**src/rtl/hazard_ctrl.sv**
```systemverilog
// Pipeline hazard controller: load-use, branch and data-memory wait stalls/flushes,
// EX operand forwarding, memory timeout detection and a stall cycle counter.
module hazard_ctrl #(
    parameter int MEM_TIMEOUT = 15
) (
    input  logic        clk,
    input  logic        rst_n,
    input  logic [4:0]  rs1_D,
    input  logic [4:0]  rs2_D,
    input  logic [4:0]  rs1_E,
    input  logic [4:0]  rs2_E,
    input  logic [4:0]  rd_E,
    input  logic [4:0]  rd_M,
    input  logic [4:0]  rd_W,
    input  logic        reg_write_M,
    input  logic        reg_write_W,
    input  logic        mem_read_E,
    input  logic        pc_src_E,
    input  logic        mem_req_M,
    input  logic        mem_ready,
    output logic        stall_F,
    output logic        stall_D,
    output logic        stall_E,
    output logic        stall_M,
    output logic        flush_D,
    output logic        flush_E,
    output logic        flush_W,
    output logic [1:0]  fwd_a_E,
    output logic [1:0]  fwd_b_E,
    output logic        mem_err,
    output logic [31:0] stall_cycles
);

    localparam int CW = ($clog2(MEM_TIMEOUT + 1) > 4) ? $clog2(MEM_TIMEOUT + 1) : 4;

    typedef enum logic {
        IDLE     = 1'b0,
        MEM_WAIT = 1'b1
    } state_t;

    state_t        state_q, state_d;
    logic [CW-1:0] wait_cnt_q, wait_cnt_d;
    logic          mem_err_q, mem_err_d;
    logic [31:0]   stall_cycles_q, stall_cycles_d;

    logic timeout;
    logic mem_stall;
    logic load_use;
    logic branch_flush;

    function automatic logic [1:0] fwd_sel(input logic [4:0] rs);
        if (reg_write_M && (rd_M != 5'd0) && (rd_M == rs)) begin
            return 2'b10;
        end else if (reg_write_W && (rd_W != 5'd0) && (rd_W == rs)) begin
            return 2'b01;
        end
        return 2'b00;
    endfunction

    // A real acknowledge in the same cycle as the limit wins over the timeout.
    always_comb begin
        timeout      = (state_q == MEM_WAIT) && !mem_ready && (wait_cnt_q == CW'(MEM_TIMEOUT));
        mem_stall    = !mem_ready && (((state_q == IDLE) && mem_req_M) ||
                                      ((state_q == MEM_WAIT) && !timeout));
        load_use     = mem_read_E && (rd_E != 5'd0) && ((rd_E == rs1_D) || (rd_E == rs2_D));
        branch_flush = pc_src_E && !mem_stall;

        stall_F = mem_stall || (load_use && !pc_src_E);
        stall_D = stall_F;
        stall_E = mem_stall;
        stall_M = mem_stall;
        flush_D = branch_flush;
        flush_E = branch_flush || (load_use && !mem_stall);
        flush_W = mem_stall;

        fwd_a_E = fwd_sel(rs1_E);
        fwd_b_E = fwd_sel(rs2_E);
    end

    always_comb begin
        state_d        = state_q;
        wait_cnt_d     = wait_cnt_q;
        mem_err_d      = mem_err_q;
        stall_cycles_d = stall_F ? stall_cycles_q + 32'd1 : stall_cycles_q;
        unique case (state_q)
            IDLE: begin
                if (mem_req_M && !mem_ready) begin
                    state_d    = MEM_WAIT;
                    wait_cnt_d = '0;
                end
            end
            MEM_WAIT: begin
                if (mem_ready) begin
                    state_d = IDLE;
                end else if (timeout) begin
                    state_d   = IDLE;
                    mem_err_d = 1'b1;
                end else begin
                    wait_cnt_d = wait_cnt_q + 1'b1;
                end
            end
            default: state_d = IDLE;
        endcase
    end

    always_ff @(posedge clk or negedge rst_n) begin
        if (!rst_n) begin
            state_q        <= IDLE;
            wait_cnt_q     <= '0;
            mem_err_q      <= 1'b0;
            stall_cycles_q <= 32'd0;
        end else begin
            state_q        <= state_d;
            wait_cnt_q     <= wait_cnt_d;
            mem_err_q      <= mem_err_d;
            stall_cycles_q <= stall_cycles_d;
        end
    end

    assign mem_err      = mem_err_q;
    assign stall_cycles = stall_cycles_q;

endmodule

```
**config.mk**
```make
export PLATFORM = sky130hd
export DESIGN_NAME = hazard_ctrl
export DESIGN_NICKNAME = d
export VERILOG_FILES = /design/src/rtl/hazard_ctrl.sv
export SDC_FILE = /design/constraint.sdc
export NUM_CORES = 1
export LEC_CHECK = 0
export CAP_MARGIN = 25
export CORE_ASPECT_RATIO = 1.1
export CORE_MARGIN = 5
export CORE_UTILIZATION = 41
export CTS_BUF_LIST = sky130_fd_sc_hd__clkbuf_2 sky130_fd_sc_hd__clkbuf_4 sky130_fd_sc_hd__clkbuf_8
export DETAILED_ROUTE_END_ITERATION = 8
export PLACE_DENSITY = 0.77
export SETUP_SLACK_MARGIN = 0.15
export SLEW_MARGIN = 10
export SYNTH_ARGS = -nofsm -noshare
export SYNTH_HDL_FRONTEND = slang
export SYNTH_SLANG_ARGS = --single-unit
```
**constraint.sdc**
```tcl
create_clock -name clk -period 2.4 [get_ports clk]
set_input_delay 0.6 -clock clk [delete_from_list [all_inputs] [get_ports clk]]
set_output_delay 0.6 -clock clk [all_outputs]
set_load 0.05 [all_outputs]
```
==> results of run 1 <==
final timing paths:
path / to / startpoint / depth (start not counted)
worst max-delay path: fwd_a_E[1] / rd_M[4] / 8
worst min-delay path: mem_err / rst_n / 1
worst max register to register: stall_cycles[14] / stall_cycles[0] / 8
worst min register to register: stall_cycles[31] / stall_cycles[31] / 1
max in group asynchronous: stall_cycles[25] / rst_n / 1
min in group clk: stall_cycles[31] / stall_cycles[31] / 1
critical path: cells and delay by family:
kind,cells,cell delay (ps)
buffers and inverters,5,600
AND/OR/NAND/NOR,2,580
AO/OA/AOI/OAI,1,180
kinds of logic (layout without fill, tap and decap cells):
| kind of cell | count (synthesis) | count (layout) | share of synthesized area |
|---|---|---|---|
| XOR/XNOR | 61 | 61 | 0.239 |
| flip-flops | 38 | 38 | 0.425 |
| multiplexers | 3 | 3 | 0.0145 |
| AO/OA/AOI/OAI | 17 | 17 | 0.0699 |
| buffers and inverters | 11 | 143 | 0.0308 |
| AND/OR/NAND/NOR | 82 | 82 | 0.210 |
| adder cells (fa/ha/maj) | 2 | 2 | 0.0112 |
synth_stat cells:
cell type  count  area (um^2)
mux2_2         2         22.5
nor2b_1        2         12.5
nor4_1         5         31.3
nand2_1        8         30.0
mux2i_1        1         10.0
o21bai_1       1         7.51
a21boi_0       1         7.51
o21ai_0        3         15.0
or2_4          1         8.76
and3_1         8         50.1
nor2_1        11         41.3
a22oi_2        1         12.5
nor3_1         3         15.0
buf_6          2         22.5
xor2_1        26          228
buf_2          1         5.00
nand3_1       20          100
nand4_1       13         81.3
nor4_4         1         21.3
o31ai_1        1         7.51
a31o_2         1         8.76
ha_1           2         25.0
clkbuf_1       1         3.75
a22o_1         4         35.0
dfrtp_1       38          951
and4_1         2         17.5
buf_4          3         22.5
o21ai_2        1         8.76
o31ai_4        1         21.3
a21oi_1        1         5.00
or4_1          5         37.5
and2_1         2         12.5
xnor2_1       35          307
o21bai_4       1         18.8
inv_1          4         15.0
a21oi_2        1         8.76
nand3_2        1         10.0
power groups by stage:
stage / clock network, mW / registers, mW / logic [mW]
after floorplan: 0 / 0.988 / 0.253
after CTS: 0.678 / 0.788 / 0.798
after global placement: 0 / 0.801 / 0.748
final: 0.668 / 0.787 / 0.817
after detailed placement: 0 / 0.804 / 0.763
after global routing: 0.702 / 0.801 / 0.868
layout make-up:
cell class | instances | area (um^2) | share of cell area
multi-input combinational | 165 | 1460 | 0.368
timing repair buffer | 131 | 1300 | 0.329
sequential | 38 | 951 | 0.240
tap | 75 | 93.8 | 0.0237
clock buffer | 6 | 82.6 | 0.0208
clock inverter | 2 | 60.1 | 0.0151
inverter | 4 | 15.0 | 0.00378
registers in the layout (all words and copies together), names as in the netlist:
| signal | cells |
|---|---|
| wait_cnt_q | 4 |
| state_q | 1 |
| stall_cycles | 32 |
| mem_err | 1 |
through the flow:
stage               power (mW)  hold slack (ps)  utilization  setup TNS (ps)
finish                    2.27              408        0.745            -607
global route              2.37              493        0.745            -859
floorplan                 1.24              304            -            -593
CTS                       2.26              437        0.727            -642
detailed placement        1.57              463        0.671          -10100
global placement          1.55              452        0.671           -8790
timing repair:
item,4_1_cts,5_1_grt
pin swaps,32,26
setup buffers,7,6
endpoints found under the setup margin,37,17
hold buffers,0,0
resized for setup,122,43
layer usage:
| layer | global-route usage | share of wire | routed length, um | vias up |
|---|---|---|---|---|
| met1 | 0.215 | 0.39 | 2570 | 1034 |
| met2 | 0.345 | 0.53 | 3470 | 84 |
| met4 | 0.0783 | 0.023 | 149 | 0 |
| li1 | - | - | - | 1012 |
| met3 | 0.0445 | 0.061 | 402 | 17 |
| met5 | 0 | 0 | 0 | - |
==> results.json, run 1 <==
{
  "outcome": "complete, but fails checks",
  "failed_checks": "negative setup slack",
  "die_x_um": 80.4,
  "die_h_um": 87.5,
  "worstPathMaxFanout": 2,
  "dpl_cell_area_um2": 3570,
  "critPathLaunchType": "input port",
  "synth_fp_nets": 259,
  "cts_sinks": 38,
  "core_area_um2": 5330,
  "final_common_cell": "dfrtp_1",
  "report.final.slew_viol_count": 0,
  "drv_cap": 0,
  "die_area_um2": 7040,
  "required_ps": 1800,
  "gr-total-overflow": 0,
  "max_freq_ghz": 0.390,
  "place.port_buffers": 86,
  "fin_nets": 390,
  "hold_path_class": "in2async",
  "switching_share": 0.336,
  "avgSynthCellArea_um2": 10.5,
  "max_stage_delay_ps": 540,
  "path_common_cell": "buf_6",
  "netSwitchingPower_mw": 0.764,
  "p_int_mw": 1.51,
  "grt_pass1_wl_mm": 10.5,
  "path_cells": "buf_6, or4_4, o21ai_4, buf_6, nor4_4, buf_4, buf_6, buf_12",
  "period_needed_ps": 2570,
  "pre_cts_ws_ps": -651,
  "antenna_found_initial": 0,
  "cp_slowest_cell": "or4_4",
  "clock_skew_ps": 4.44,
  "tightest_slew_ps": 841,
  "setup_ws_ps": -166,
  "start_util": 0.420,
  "pwr-share-seq": 0.347,
  "drt-total-wl_mm": 6.59,
  "syn_to_final_growth_pct": 77.3,
  "drtIter0Drc": 56,
  "post_drt_wl_per_cell_um": 15.7,
  "power_frac_clock": 0.294,
  "setup_viol": 6,
  "leakage_nw": 1.74,
  "cts_buffers": 5,
  "synth-seq-cells": 38,
  "via_per_inst": 5.10,
  "yosysUniqueCellTypes": 37,
  "post-route-period-util": 1.07,
  "final-instance-count-excl-fill": 421,
  "gp_congestion": 0.836,
  "end_kind": "output pin",
  "ys.warnings.count": 0,
  "path_class": "in2out",
  "ant_nets": 0,
  "clk_latency_ps": 290,
  "syn-instance-count": 214,
  "clockBufferDepth": 2,
  "htreeDepth": 2,
  "finalHoldViolations": 0,
  "p_per_area_nw_per_um2": 573,
  "crit_arrival_ps": 1970,
  "cts_root_buf": "clkbuf_8",
  "comb_power_share": 0.360,
  "final_area_um2": 3970,
  "synth-seq-area-share": 0.425,
  "rsz0062_at_grt": "true",
  "irDropWorstVdd_v": 0.000361,
  "first_global_vias": 2220,
  "fillCellCount": 386,
  "tritoncts": "done",
  "syn_area_um2": 2240,
  "ff2ff_setup_slack_ps": 340,
  "vias": 2147,
  "mostFrequentLayoutCells": "38 x dfrtp_1, 34 x buf_4, 33 x clkdlybuf4s50_1",
  "rows": 28,
  "io_pins": 87,
  "drive_above_1_share": 0.382,
  "grt_max_degree": 39,
  "antennaDiodeCount": 0,
  "drtPass1Iterations": 4,
  "placed_cells": 400,
  "grt_use_total": 0.191,
  "path_clk_slew_ps": 70,
  "slew_headroom": 0.439,
  "drc": 0,
  "hpwl_mm": 4.76
}
Power figures use the tool's default switching activity.
==> run 2, diff against run 1 <==
--- a/config.mk
+++ b/config.mk
@@ -6,12 +6,12 @@
 export NUM_CORES = 1
 export LEC_CHECK = 0
 export CAP_MARGIN = 25
-export CORE_ASPECT_RATIO = 1.1
 export CORE_MARGIN = 5
 export CORE_UTILIZATION = 41
 export CTS_BUF_LIST = sky130_fd_sc_hd__clkbuf_2 sky130_fd_sc_hd__clkbuf_4 sky130_fd_sc_hd__clkbuf_8
+export CTS_CLUSTER_SIZE = 8
 export DETAILED_ROUTE_END_ITERATION = 8
-export PLACE_DENSITY = 0.77
+export PLACE_DENSITY = 0.81
 export SETUP_SLACK_MARGIN = 0.15
 export SLEW_MARGIN = 10
 export SYNTH_ARGS = -nofsm -noshare
==> run 2 against run 1 <==
Compared with the run above:
- the flow still finishes with violations (negative setup slack)
- worst hold slack worse by 1.7 ps
- routed wire length decreased by 0.32%
- cell area shrank 3.8%
- via count down 0.28%
- clock skew is 1.8 ps lower
- clock power down 32%
- die area barely moved
- non-clock buffer count shrank 3
- cell count shrank 1.9%
- maximum frequency shrank 0.48%
- largest cell class unchanged
- highest routed layer unchanged
==> results.json, run 2 (synthesized netlist as in run 1, its figures left out) <==
{
  "cts_root_buf": "clkbuf_8",
  "grt_use_total": 0.188,
  "drv_cap": 0,
  "end_kind": "output pin",
  "cts_sinks": 38,
  "drtPass1Iterations": 4,
  "ant_nets": 0,
  "hpwl_mm": 4.81,
  "outcome": "complete, but fails checks",
  "pre_cts_ws_ps": -641,
  "clk_latency_ps": 280,
  "post-route-period-util": 1.07,
  "finalHoldViolations": 0,
  "r2r_end": "stall_cycles[22]",
  "clock_skew_ps": 2.64,
  "drt-total-wl_mm": 6.57,
  "drive_above_1_share": 0.359,
  "post_drt_wl_per_cell_um": 15.9,
  "cts_buffers": 5,
  "fin_nets": 387,
  "die_x_um": 83.9,
  "required_ps": 1800,
  "grt_pass1_wl_mm": 10.8,
  "tightest_slew_ps": 826,
  "period_needed_ps": 2580,
  "netSwitchingPower_mw": 0.758,
  "via_per_inst": 5.18,
  "fillCellCount": 365,
  "syn_to_final_growth_pct": 70.6,
  "setup_ws_ps": -178,
  "rows": 26,
  "leakage_nw": 1.67,
  "dr.max_layer_used": "met4",
  "p_per_area_nw_per_um2": 533,
  "path_clk_slew_ps": 70,
  "die_h_um": 83.9,
  "critPathLaunchType": "input port",
  "tritoncts": "done",
  "dpl_cell_area_um2": 3560,
  "vias": 2141,
  "whs_ps": 406,
  "mostFrequentLayoutCells": "38 x dfrtp_1, 36 x buf_4, 33 x clkdlybuf4s50_1",
  "place.port_buffers": 86,
  "die_area_um2": 7030,
  "power_frac_clock": 0.223,
  "drc": 0,
  "crit_arrival_ps": 1980,
  "hold_path_class": "in2async",
  "gp_congestion": 0.807,
  "antennaDiodeCount": 0,
  "met2_wirelength_mm": 3.57,
  "first_global_vias": 2204,
  "grt_max_degree": 39,
  "start_util": 0.430,
  "finalSetupTns_ps": -602,
  "report.final.slew_viol_count": 0,
  "slew_headroom": 0.449,
  "pwr-share-seq": 0.391,
  "core_area_um2": 5200,
  "failed_checks": "negative setup slack",
  "path_class": "in2out",
  "p_int_mw": 1.28,
  "final_common_cell": "dfrtp_1",
  "max_freq_ghz": 0.388,
  "r2r_cells": 8,
  "drt-met1-wl_mm": 2.57,
  "comb_power_share": 0.386,
  "rsz0062_at_grt": "true",
  "clockBufferDepth": 2,
  "wl_met3_um": 358,
  "final_area_um2": 3820,
  "reg2reg_from": "stall_cycles[0]",
  "worstPathMaxFanout": 2,
  "drtIter0Drc": 114,
  "irDropWorstVdd_v": 0.000338,
  "gr-total-overflow": 0,
  "htreeDepth": 2,
  "largest_reg_flops": 32,
  "antenna_found_initial": 0,
  "setup_viol": 4,
  "switching_share": 0.373,
  "ff2ff_setup_slack_ps": 370,
  "io_pins": 87
}
## run 2: cell count changes in the layout (fill, tap and decap cells not counted), moves of 2 or more
cell,change
buf_6,-9
clkbuf_2,+4
dlygate4sd2_1,+3
buf_4,+2
bufinv_16,-2
## run 2: routing by layer
layer,GRT usage,up-vias
li1,-,1003
met1,0.223,1060
met4,0.0541,0
met5,0,-
met3,0.0444,8
met2,0.337,70
## run 2: worst max path at each step
stage          slack, ps  cells after the start    start          to
2_1_floorplan       -240                      4  rd_M[1]  fwd_a_E[0]
3_3_place_gp        -600                      6  rd_W[4]  fwd_b_E[0]
3_5_place_dp        -640                      6  rd_W[4]  fwd_a_E[0]
4_1_cts             -240                      6  rd_M[2]  fwd_a_E[0]
5_1_grt             -220                      7  rd_M[1]  fwd_b_E[0]
6_report            -180                      7  rd_M[1]  fwd_b_E[0]
## run 2: per-stage QoR
stage	utilization	std cells	power, mW
6_report	0.733	413	2.03
5_1_grt	0.733	413	2.13
4_1_cts	0.720	407	2.03
3_5_place_dp	0.685	395	1.57
3_3_place_gp	0.685	395	1.55
2_1_floorplan	-	214	1.24
## run 2: layout make-up
type	instances	area [um^2]	area share
sequential	38	951	0.249
multi-input combinational	165	1430	0.375
clock inverter	2	12.5	0.00328
tap	70	87.6	0.0230
clock buffer	6	82.6	0.0216
inverter	4	15.0	0.00393
timing repair buffer	128	1230	0.324
## run 2: worst max-delay path, stage by stage
cell and delay [ps]:
buf_6 90, or4_4 540, o21ai_4 180, buf_4 140
nor4_4 50, nor4_4 190, buf_12 180
## run 2: timing repair
| action | 4_1_cts | 5_1_grt |
|---|---|---|
| buffers inserted | 4 | 6 |
| endpoints found under the setup margin | 37 | 20 |
| resized for setup | 102 | 40 |
| hold buffers | 0 | 0 |
| pin swaps | 30 | 29 |
## run 2: power groups by stage
stage                     sequential (mW)  combinational, mW  clock [mW]
final                               0.795              0.786       0.454
after global routing                0.810              0.834       0.489
after CTS                           0.797              0.770       0.461
after detailed placement            0.808              0.760           0
after global placement              0.802              0.747           0
after floorplan                     0.988              0.253           0
==> edit 1 (settings of run 2) <==
The parameter `MEM_TIMEOUT` goes from 15 to 30.
--- a/src/rtl/hazard_ctrl.sv
+++ b/src/rtl/hazard_ctrl.sv
@@ -1,7 +1,7 @@
 // Pipeline hazard controller: load-use, branch and data-memory wait stalls/flushes,
 // EX operand forwarding, memory timeout detection and a stall cycle counter.
 module hazard_ctrl #(
-    parameter int MEM_TIMEOUT = 15
+    parameter int MEM_TIMEOUT = 30
 ) (
     input  logic        clk,
     input  logic        rst_n,
Behaviour: same outputs for any inputs over 10 cycles, from zero or initial values and one cycle with rst_n low; that may be too few to reach the edited logic, so the function may still have changed.
==> edit 1 against run 2 <==
The run still ends with setup timing left; synthesized area rose by 3.3%; combinational power rose by 25%; cell area is 5.5% higher; sequential cell count rose by 1; setup slack got worse by 0.084 ns; total power up 16%; hold slack gained 0.013 ns; routed wire length grew 14%; largest cell class unchanged.
==> edit 1: results (changes against run 2) <==
Yosys
  • Synth Area in XOR/XNOR: 24.26% (+0.37 points)
  • Syn Nets: 276 (+6.6%)
  • Synth top area cells: dfrtp_1, xor2_1, xnor2_1
  • Synth unique cells: 35 (-5.4%)
  • Seq/Total Area, Yosys: 42.23% (-0.27 points)
  • Synth cell count leaders: xor2_1, dfrtp_1, nor2_1, xnor2_1, nand2_1
  • Cells after synthesis: 230 (+7.5%)
  • Mux contribution to synthesized area: 0.4873% (-0.97 points)

GRT
  • Initial antenna violation count: 1 (+1)
  • Vias in the first global route: 2317 (+5.1%)
  • Total GRT Usage: 18.64% (-0.17 points)

Cells and area
  • Comb_multi_in: 180 (+9.1%)
  • Filler cells: 371 (+1.6%)
  • Multi-input combinational area share: 38.86% (+1.3 points)
  • Seq/total area: 24.23% (-0.69 points)
  • Area of the multi-input gates: 1565 µm² (+9.3%)

Routing
  • Average vias per placed instance: 5.131 (-1.0%)
  • Initial DRC Count: 56 (-51%)

Power and ir drop
  • Combinational Power Share: 41.6% (+3.0 points)
  • VDD IR-drop max: 0.5815 mV (+72%)
  • Pwr Density: 588.0 nW/µm² (+10%)
  • LEAKAGE: 1.844 nW (+10%)
  • Switch share: 38.68% (+1.4 points)
  • Sequential power: 0.854 mW (+7.4%)

STA
  • Worst setup margin: -0.2618 ns (-0.08370 ns)
  • Final setup violation count: 5 (+1)
  • Total negative slack: -0.9005 ns (-0.2981 ns)
  • Rel. slew slack: 42.90% (-2.0 points)

Worst setup path
  • Worst r2r src: wait_cnt_q[0]

Placement
  • Post-place setup slack: -0.7364 ns (-0.09578 ns)
  • Placed Area: 3637 µm² (+2.0%)
  • DP HPWL: 5.091 mm (+5.9%)

Status
  • Status: finished with violations
  • Failing checks: setup timing
==> edit 1: path summary, 6_finish.rpt <==
check                                   endpoint  slack (ns)  depth (start not counted)
worst max-delay path                  fwd_a_E[0]       -0.26                          7
worst min-delay path             stall_cycles[1]        0.42                          1
worst max register to register  stall_cycles[31]        0.25                         10
worst min register to register           mem_err        0.48                          1
max in group asynchronous       stall_cycles[30]        1.44                          1
min in group clk                         mem_err        0.48                          1
==> edit 1: repair_timing <==
item | in CTS | in global routing
setup endpoints to repair | 39 | 22
gates cloned | 0 | 1
endpoints found under the hold margin | 0 | 0
pin swaps | 27 | 26
gates resized for setup | 114 | 58
buffers inserted | 6 | 7
==> edit 1: metal layers <==
| metal | part of all wire (%) | vias to the layer above | track usage (%) |
|---|---|---|---|
| met5 | 0 | - | 0 |
| met4 | 4.0 | 0 | 4.748 |
| met3 | 5.8 | 22 | 4.175 |
| met2 | 53 | 87 | 34.18 |
| met1 | 37 | 1084 | 21.79 |
| li1 | - | 1039 | - |
==> edit 2 (config.mk and constraints of run 2) <==
Without the edit above. Register the output `mem_err` once more, without a reset; this adds one clock of latency there. The other outputs are not delayed to match.
--- a/src/rtl/hazard_ctrl.sv
+++ b/src/rtl/hazard_ctrl.sv
@@ -117,7 +117,9 @@
         end
     end
 
-    assign mem_err      = mem_err_q;
+    always_ff @(posedge clk) begin
+        mem_err <= mem_err_q;
+    end
     assign stall_cycles = stall_cycles_q;
 
 endmodule
Check against the original RTL: no difference found for any inputs over 10 cycles, from zero or initial values and one cycle with rst_n low; that may be too few to reach the edited logic, so the function may still have changed.
==> edit 2 against run 2 <==
The flow still finishes with violations (setup timing); total power grew 0.20%; synthesized area up 0.89%; routed wire length increased by 1.7%; global-route usage rose by 0.58 points; sequential cell count rose by 1; setup slack lost 0.043 ns; cell area grew 1.1%; critical endpoint unchanged; largest cell class unchanged; largest power group unchanged.
==> edit 2: results (changes against run 2) <==
Cells and area
  • Filler cells: 409 (+12%)
  • Nets: 388 (+0.26%)
  • Layout cells sized above 1: 35.17% (-0.69 points)
  • Max FFs per register: 32 (unchanged)
  • # diodes: 0 (unchanged)

Routing
  • TritonRoute pass-1 iters: 4 (unchanged)
  • Initial DRC Count: 64 (-44%)
  • DR WL/cell: 16.07 µm (+1.0%)
  • Remaining antenna violation count: 0 (unchanged)
  • Final wirelength: 6.687 mm (+1.7%)
  • Average vias per placed instance: 5.163 (-0.40%)

Clock network
  • CTS Buf Count: 5 (unchanged)
  • H-tree levels: 2 (unchanged)
  • Root buffer cell: clkbuf_8
  • Clock buffer depth: 2 (unchanged)
  • Skew-Pair Late Insertion Delay: 0.29 ns

Power and ir drop
  • LEAKAGE: 1.680 nW (+0.64%)
  • VDD IR-drop max: 0.3890 mV (+15%)
  • Switch share: 37.78% (+0.52 points)

GRT
  • Initial antenna violation count: 0 (unchanged)
  • First-pass GRT wire length: 11.21 mm (+3.6%)
  • Largest net degree at the start of global routing: 39 (unchanged)
  • Vias in the first global route: 2360 (+7.1%)
  • Total GRT Usage: 19.39% (+0.58 points)
  • Total grt overflow: 0 (unchanged)

Placement
  • Port Buf Inserts: 86 (unchanged)
  • DP HPWL: 4.976 mm (+3.5%)
  • Placed Area: 3605 µm² (+1.1%)
  • RD Place Congestion: 0.7783 (-3.6%)
  • Placed cells: 397 (+0.51%)

Worst setup path
  • Crit path arrival time: 2.02 ns (+0.04 ns)
  • Crit path max-delay family: simple AND/OR/NAND/NOR gates
  • CP max FO: 2 (unchanged)
  • Slowest cell on crit path: or4_4

Yosys
  • Number of synthesis warnings: 0 (unchanged)
  • Cells after synthesis: 215 (+0.47%)
  • Seq/Total Area, Yosys: 43.02% (+0.51 points)
  • Syn Nets: 260 (+0.39%)
  • Synth unique cells: 38 (+2.7%)
  • Async set-reset flop share out of synthesis: 97.44% (-2.6 points)
  • Synth top area cells: dfrtp_1, xnor2_1, xor2_1
  • Synth cell count leaders: dfrtp_1, xnor2_1, xor2_1, nand3_1, nand4_1

Status
  • Status: finished with violations
  • Failing checks: setup timing

STA
  • Final setup violation count: 6 (+2)
  • Worst clock skew: 0.005413 ns (+0.002777 ns)
  • Rel. slew slack: 43.22% (-1.7 points)
  • Worst setup margin: -0.2209 ns (-0.04278 ns)

Min path
  • Hold Path Class: flip-flop to flip-flop
-- edit 2: per-stage QoR --
step           power, mW  utilization (%)  TNS, ns  setup slack [ns]
2_1_floorplan      1.258                -  -0.5927           -0.2423
3_3_place_gp       1.569            66.28   -8.028           -0.6006
3_5_place_dp       1.590            66.28   -9.148           -0.7119
4_1_cts            2.044            70.26  -0.6841           -0.2486
5_1_grt            2.126            70.92  -0.8759           -0.2506
6_report           2.039            70.92  -0.6223           -0.2209
-- edit 2: what timing repair did --
item | CTS | global route
buffers inserted | 10 | 1
pin swaps | 32 | 21
endpoints found under the setup margin | 34 | 11
gates resized for setup | 98 | 42
-- edit 2: final cells by class --
class	instances	area share, %
tap	72	2.335
clock inverter	3	0.3892
clock buffer	5	1.784
sequential	39	25.17
inverter	4	0.3892
multi-input combinational	165	37.24
timing repair buffer	128	32.70
-- edit 2: worst paths after layout --
kind                                  from               end  slack (ns)  depth (start not counted)
max reg2reg                stall_cycles[0]  stall_cycles[22]        0.41                          8
max in group asynchronous            rst_n  stall_cycles[24]        1.45                          1
min                              mem_err_q           mem_err        0.39                          0
max                                rd_W[1]        fwd_b_E[0]       -0.22                          6
min reg2reg                      mem_err_q           mem_err        0.39                          0
min in group asynchronous            rst_n           state_q        0.41                          1
-- edit 2: power groups by stage --
stage | logic [mW] | registers [mW] | clock network, mW
floorplan | 0.253 | 1.00 | 0
global placement | 0.751 | 0.818 | 0
detailed placement | 0.769 | 0.821 | 0
CTS | 0.794 | 0.806 | 0.444
global route | 0.844 | 0.818 | 0.464
finish | 0.803 | 0.806 | 0.430
-- edit 2: kinds of logic after synthesis --
| family | synth area share [%] |
|---|---|
| AOI/OAI and AO/OA | 6.929 |
| DFF | 43.02 |
| buffers and inverters | 3.048 |
| adders and majority gates | 1.108 |
| muxes | 1.441 |
| and+or+nand+nor | 20.79 |
| xor gates and xnor gates | 23.67 |
-- edit 2: metal layers --
metal	global-route usage (%)	routed length [µm]	part of all wire [%]
met3	4.514	377	5.6
met2	35.01	3596	54
met1	21.92	2487	37
met5	0	0	0
met4	7.749	226	3.4
